File: src/rtl/conv_mem_arbiter.sv
// Arbiter for one single-port image/result RAM shared by the scan engine writeback,
// scan engine window reads and the host loader. Handles aging, burst locks and read-return tagging.
module conv_mem_arbiter #(
    parameter int AW         = 14,
    parameter int DW         = 8,
    parameter int STARVE_MAX = 8,
    parameter int LOCK_MAX   = 9
) (
    input  logic          clk,
    input  logic          rst,
    input  logic [2:0]    req,
    input  logic [2:0]    we,
    input  logic [2:0]    lock,
    input  logic [AW-1:0] addr0,
    input  logic [AW-1:0] addr1,
    input  logic [AW-1:0] addr2,
    input  logic [DW-1:0] wdata0,
    input  logic [DW-1:0] wdata1,
    input  logic [DW-1:0] wdata2,
    output logic [2:0]    gnt,
    output logic [2:0]    rvalid,
    output logic [DW-1:0] rdata,
    output logic          mem_en,
    output logic          mem_we,
    output logic [AW-1:0] mem_addr,
    output logic [DW-1:0] mem_wdata,
    input  logic [DW-1:0] mem_rdata,
    output logic          starve_flag
);

    localparam int AGW = $clog2(STARVE_MAX + 1);
    localparam int CW  = $clog2(LOCK_MAX + 1);

    typedef enum logic {S_IDLE, S_LOCKED} state_t;

    state_t          r_state;
    logic [1:0]      r_owner;
    logic [CW-1:0]   r_lock_cnt;
    logic            r_demote_vld;
    logic [1:0]      r_demote_idx;
    logic [AGW-1:0]  r_age [3];
    logic            r_p1_vld;
    logic            r_p2_vld;
    logic [1:0]      r_p1_tag;
    logic [1:0]      r_p2_tag;

    logic [2:0]      w_promoted;
    logic [2:0]      w_gnt;
    logic [1:0]      w_gnt_idx;
    logic [AW-1:0]   w_addr  [3];
    logic [DW-1:0]   w_wdata [3];

    assign w_addr[0]  = addr0;
    assign w_addr[1]  = addr1;
    assign w_addr[2]  = addr2;
    assign w_wdata[0] = wdata0;
    assign w_wdata[1] = wdata1;
    assign w_wdata[2] = wdata2;

    generate
        for (genvar gi = 0; gi < 3; gi++) begin : g_age
            assign w_promoted[gi] = req[gi] && (r_age[gi] >= AGW'(STARVE_MAX));

            always_ff @(posedge clk or posedge rst) begin
                if (rst) begin
                    r_age[gi] <= '0;
                end else if (!req[gi] || w_gnt[gi]) begin
                    r_age[gi] <= '0;
                end else if (r_age[gi] < AGW'(STARVE_MAX)) begin
                    r_age[gi] <= r_age[gi] + 1'b1;
                end
            end
        end
    endgenerate

    // Downward scans let the lowest qualifying index overwrite higher ones.
    always_comb begin
        w_gnt = '0;
        if (rst) begin
            w_gnt = '0;
        end else if (r_state == S_LOCKED) begin
            w_gnt[r_owner] = req[r_owner];
        end else if (|w_promoted) begin
            for (int i = 2; i >= 0; i--) begin
                if (w_promoted[i]) w_gnt = 3'b001 << i;
            end
        end else begin
            for (int i = 2; i >= 0; i--) begin
                if (req[i] && !(r_demote_vld && r_demote_idx == 2'(i))) w_gnt = 3'b001 << i;
            end
            if (w_gnt == 3'b000 && r_demote_vld && req[r_demote_idx]) begin
                w_gnt[r_demote_idx] = 1'b1;
            end
        end
    end

    always_comb begin
        w_gnt_idx = 2'd0;
        if (w_gnt[1]) w_gnt_idx = 2'd1;
        if (w_gnt[2]) w_gnt_idx = 2'd2;
    end

    assign gnt = w_gnt;

    always_ff @(posedge clk or posedge rst) begin
        if (rst) begin
            r_state      <= S_IDLE;
            r_owner      <= '0;
            r_lock_cnt   <= '0;
            r_demote_vld <= 1'b0;
            r_demote_idx <= '0;
            r_p1_vld     <= 1'b0;
            r_p1_tag     <= '0;
            r_p2_vld     <= 1'b0;
            r_p2_tag     <= '0;
            rvalid       <= '0;
            rdata        <= '0;
            mem_en       <= 1'b0;
            mem_we       <= 1'b0;
            mem_addr     <= '0;
            mem_wdata    <= '0;
            starve_flag  <= 1'b0;
        end else begin
            r_demote_vld <= 1'b0;

            mem_en <= |w_gnt;
            mem_we <= (|w_gnt) && we[w_gnt_idx];
            if (|w_gnt) begin
                mem_addr  <= w_addr[w_gnt_idx];
                mem_wdata <= w_wdata[w_gnt_idx];
            end

            // Read tag travels two stages to line up with the RAM's registered output.
            r_p1_vld <= (|w_gnt) && !we[w_gnt_idx];
            r_p1_tag <= w_gnt_idx;
            r_p2_vld <= r_p1_vld;
            r_p2_tag <= r_p1_tag;
            rvalid   <= r_p2_vld ? (3'b001 << r_p2_tag) : 3'b000;
            if (r_p2_vld) rdata <= mem_rdata;

            if (|w_promoted) starve_flag <= 1'b1;

            case (r_state)
                S_IDLE: begin
                    if ((|w_gnt) && lock[w_gnt_idx]) begin
                        r_state    <= S_LOCKED;
                        r_owner    <= w_gnt_idx;
                        r_lock_cnt <= CW'(1);
                    end
                end
                S_LOCKED: begin
                    if (!lock[r_owner]) begin
                        r_state <= S_IDLE;
                    end else if (r_lock_cnt >= CW'(LOCK_MAX - 1)) begin
                        r_state      <= S_IDLE;
                        r_demote_vld <= 1'b1;
                        r_demote_idx <= r_owner;
                    end else begin
                        r_lock_cnt <= r_lock_cnt + 1'b1;
                    end
                end
                default: r_state <= S_IDLE;
            endcase
        end
    end

endmodule

File: config.mk
export PLATFORM = sky130hd
export DESIGN_NAME = conv_mem_arbiter
export DESIGN_NICKNAME = d
export VERILOG_FILES = /design/src/rtl/conv_mem_arbiter.sv
export SDC_FILE = /design/constraint.sdc
export NUM_CORES = 1
export LEC_CHECK = 0
export CORE_ASPECT_RATIO = 0.9
export CORE_MARGIN = 10
export CORE_UTILIZATION = 46
export CTS_CLUSTER_SIZE = 28
export DETAILED_ROUTE_END_ITERATION = 8
export GPL_TIMING_DRIVEN = 0
export PLACE_DENSITY = 0.85
export SETUP_SLACK_MARGIN = 0.5
export SLEW_MARGIN = 40
export SYNTH_ARGS = -nofsm -noshare
export SYNTH_HDL_FRONTEND = slang
export SYNTH_SLANG_ARGS = --single-unit
File: constraint.sdc
create_clock -name clk -period 3.9 [get_ports clk]
set_input_delay 0.78 -clock clk [delete_from_list [all_inputs] [get_ports clk]]
set_output_delay 0.78 -clock clk [all_outputs]
set_load 0.01 [all_outputs]
==> impl_metrics.env <==
export IMPL_drv_cap=0
export IMPL_die_x_um=106
export IMPL_fin_area_um2=4640
export IMPL_synth_edf_count=0
export IMPL_dp_cells=486
export IMPL_cp_required_ns=3.12
export IMPL_worst_pin_slew_ns=0.594
export IMPL_postSynthCellCount=277
export IMPL_final_layout_size_suffix_gt1_share_pct=14.1
export IMPL_stdcell_count=505
export IMPL_drt_iter0_drc=125
export IMPL_die_h_um=97.0
export IMPL_cp_arrival_ns=2.46
export IMPL_io_buffer_count=121
export IMPL_seqPwrFrac_pct=36.7
export IMPL_finalHoldViolCount=0
export IMPL_synth_area_per_cell_um2=10.9
export IMPL_post_route_period_util_pct=83.2
export IMPL_cts_made_buffers=9
export IMPL_cts_tree="built"
export IMPL_nets=505
export IMPL_nFillCells=452
export IMPL_grt_start_max_net_pins=34
export IMPL_wire_per_inst_um=18.4
export IMPL_crit_path_max_fanout=11
export IMPL_power_density_nw_per_um2=614
export IMPL_yosys_area_top_type="dfrtp_1"
export IMPL_combPwrFrac_pct=40.6
export IMPL_setup_violations_final=0
export IMPL_startpoint_type="input port"
export IMPL_antenna_found_initial=0
export IMPL_synthToLayoutAreaGrowth_pct=53.4
export IMPL_async_flop_share_pct=100
export IMPL_wl_um=9290
export IMPL_start_util_pct=48.4
export IMPL_grt_pass1_wl_um=14700
export IMPL_r2r_start="r_demote_idx[1]"
export IMPL_ys_flop_type="dfrtp_1"
export IMPL_status="finished clean"
export IMPL_fmax_mhz=308
export IMPL_ir_drop_mv=0.346
export IMPL_clk_pin_slew_worst_paths_ns=0.07
export IMPL_min_to="r_p2_vld"
export IMPL_dieArea_um2=10200
export IMPL_grt_pass1_vias=2846
export IMPL_clock_skew_ns=0.00706
export IMPL_rsz0062_at_grt="false"
export IMPL_yosysTopAreaCellShare_pct=52.9
export IMPL_via_count=2674
export IMPL_layout_commonest_cell="clkdlybuf4s50_1"
export IMPL_layout_common_cells="clkdlybuf4s50_1 (117), dfrtp_1 (64), o21ai_0 (18)"
export IMPL_grt_overflow=0
export IMPL_root_buffer="clkbuf_8"
export IMPL_num_io_pins=124
export IMPL_final_util_pct=74.3
export IMPL_leakagePower_nw=2.00
export IMPL_min_from="r_p1_vld"
export IMPL_sw_frac_of_total_pct=31.7
export IMPL_grt_use_total_pct=17.8
export IMPL_hold_class="flip-flop to flip-flop"
export IMPL_power_switching_uw=905
export IMPL_rows=27
export IMPL_place_congestion=0.842
export IMPL_whs_path_depth=0
export IMPL_yosysWarnings=0
export IMPL_internal_power_mw=1.95
export IMPL_ys_ff_latch=64
export IMPL_synth_area_um2=3030
export IMPL_ctsHtreeMaxLevel=3
export IMPL_placed_area_um2=4370
export IMPL_maxSlewViolCount=0
export IMPL_whs_ns=0.347
export IMPL_core_area_um2=6250
export IMPL_num_antenna_cells=0
export IMPL_ant_nets=0
export IMPL_rr_worst_depth=7
export IMPL_cts_buffer_depth=2
export IMPL_critical_path_reg2reg_endpoint="mem_wdata[2]"
export IMPL_clock_sinks=64
export IMPL_r2r_slack_ns=1.66
export IMPL_clk_latency_ns=0.34
export IMPL_critPathKind="input port to primary output"
export IMPL_ctsHoldBuffers=0
export IMPL_yosys_top_cells_area="dfrtp_1 (53%), o2bb2ai_1 (3.5%), a22oi_1 (3.2%)"
export IMPL_avgViaCountPerCell=5.30
export IMPL_critPathCaptureType="primary output"
export IMPL_dr_pass1_iters=4
export IMPL_relSlewSlack_pct=60.1
export IMPL_worstSetupStartpoint="req[0]"
export IMPL_yosysSeqAreaShare_pct=52.9
export IMPL_drc_errors=0
export IMPL_syn_nets=369
export IMPL_period_needed_ns=3.24
export IMPL_tns_ns=0
export IMPL_p_clk_share_pct=22.6
export IMPL_post_dp_hpwl_um=7270
export IMPL_yosysUniqueCellTypes=44
[what timing repair did]
action / in CTS / in global routing
pin swaps: 2 / 0
buffers inserted: 3 / 0
gates resized for setup: 12 / 4
setup endpoints to repair: 3 / 2
[cell usage after synthesis, drive strengths merged, types with 5 or more instances]
| cell | n |
|---|---|
| dfrtp | 64 |
| o22ai | 11 |
| o21ai | 18 |
| nor2b | 8 |
| a22oi | 13 |
| mux2 | 8 |
| mux2i | 6 |
| a2bb2oi | 11 |
| buf | 12 |
| nand2 | 15 |
| ha | 7 |
| nor2 | 18 |
| a21oi | 14 |
| inv | 16 |
| a211oi | 5 |
| o2bb2ai | 12 |
[sequential cells by signal, summed over array words and instances, names as in the netlist, 2 cells and up]
register and count:
mem_addr 14, mem_wdata 8, r_age 12, r_demote_idx 2, r_lock_cnt 4, r_owner 2, r_p1_tag 2, r_p2_tag 2
rdata 8, rvalid 3
[worst max-delay path, stage by stage]
cell	delay, ns
buf_4	0.16
a211oi_4	0.25
nand3b_1	0.12
o21a_2	0.26
inv_4	0.11
buf_6	0.15
buf_4	0.11
clkdlybuf4s50_1	0.52
[power groups by stage]
stage	Clock [mW]	Combinational, mW	Sequential, mW
3_5_place_dp	0	1.15	1.05
4_1_cts	0.660	1.17	1.05
5_1_grt	0.689	1.24	1.08
3_3_place_gp	0	1.12	1.04
2_1_floorplan	0	0.478	1.12
6_report	0.645	1.16	1.05
[layout make-up]
class                   count  area, um^2  area share (%)
clock inverters             5        78.8            1.70
multi-input cells         181        1300            28.1
repair buffers            125        1240            26.7
well taps                  87         109            2.35
inverters                  16        65.1            1.40
plain buffers              16        92.6            1.99
flip-flops and latches     64        1600            34.5
clock buffers              11         151            3.26
[cell families (layout without fill, tap and decap cells)]
kind of cell,after synthesis,after routing,share of synthesized area [%]
flops,64,64,52.9
simple gates,57,57,9.38
buf+inv,32,173,4.71
fa+ha+maj,7,7,2.89
xor+xnor,6,6,1.74
compound gates,97,97,23.4
mux,14,14,4.96
[through the flow]
step	worst slack, ns	total power [mW]
floorplan	1.07	1.59
global placement	-0.0497	2.16
detailed placement	-0.117	2.20
CTS	0.513	2.88
global route	0.573	3.01
finish	0.655	2.85
[worst max-delay path by stage]
stage / to / depth (start not counted) / slack, ns
floorplan: gnt[2] / 7 / 1.07
global placement: gnt[1] / 7 / -0.05
detailed placement: gnt[2] / 8 / -0.12
CTS: gnt[2] / 8 / 0.51
global route: gnt[2] / 8 / 0.57
finish: gnt[2] / 8 / 0.66
[per-layer routing]
| metal | vias up | track usage, % | wire [um] |
|---|---|---|---|
| met4 | 0 | 5.27 | 78 |
| met5 | - | 0 | 0 |
| li1 | 1275 | - | - |
| met3 | 6 | 7.74 | 840 |
| met1 | 1291 | 19.6 | 3680 |
| met2 | 102 | 30.3 | 4690 |
Power figures use the tool's default switching activity.
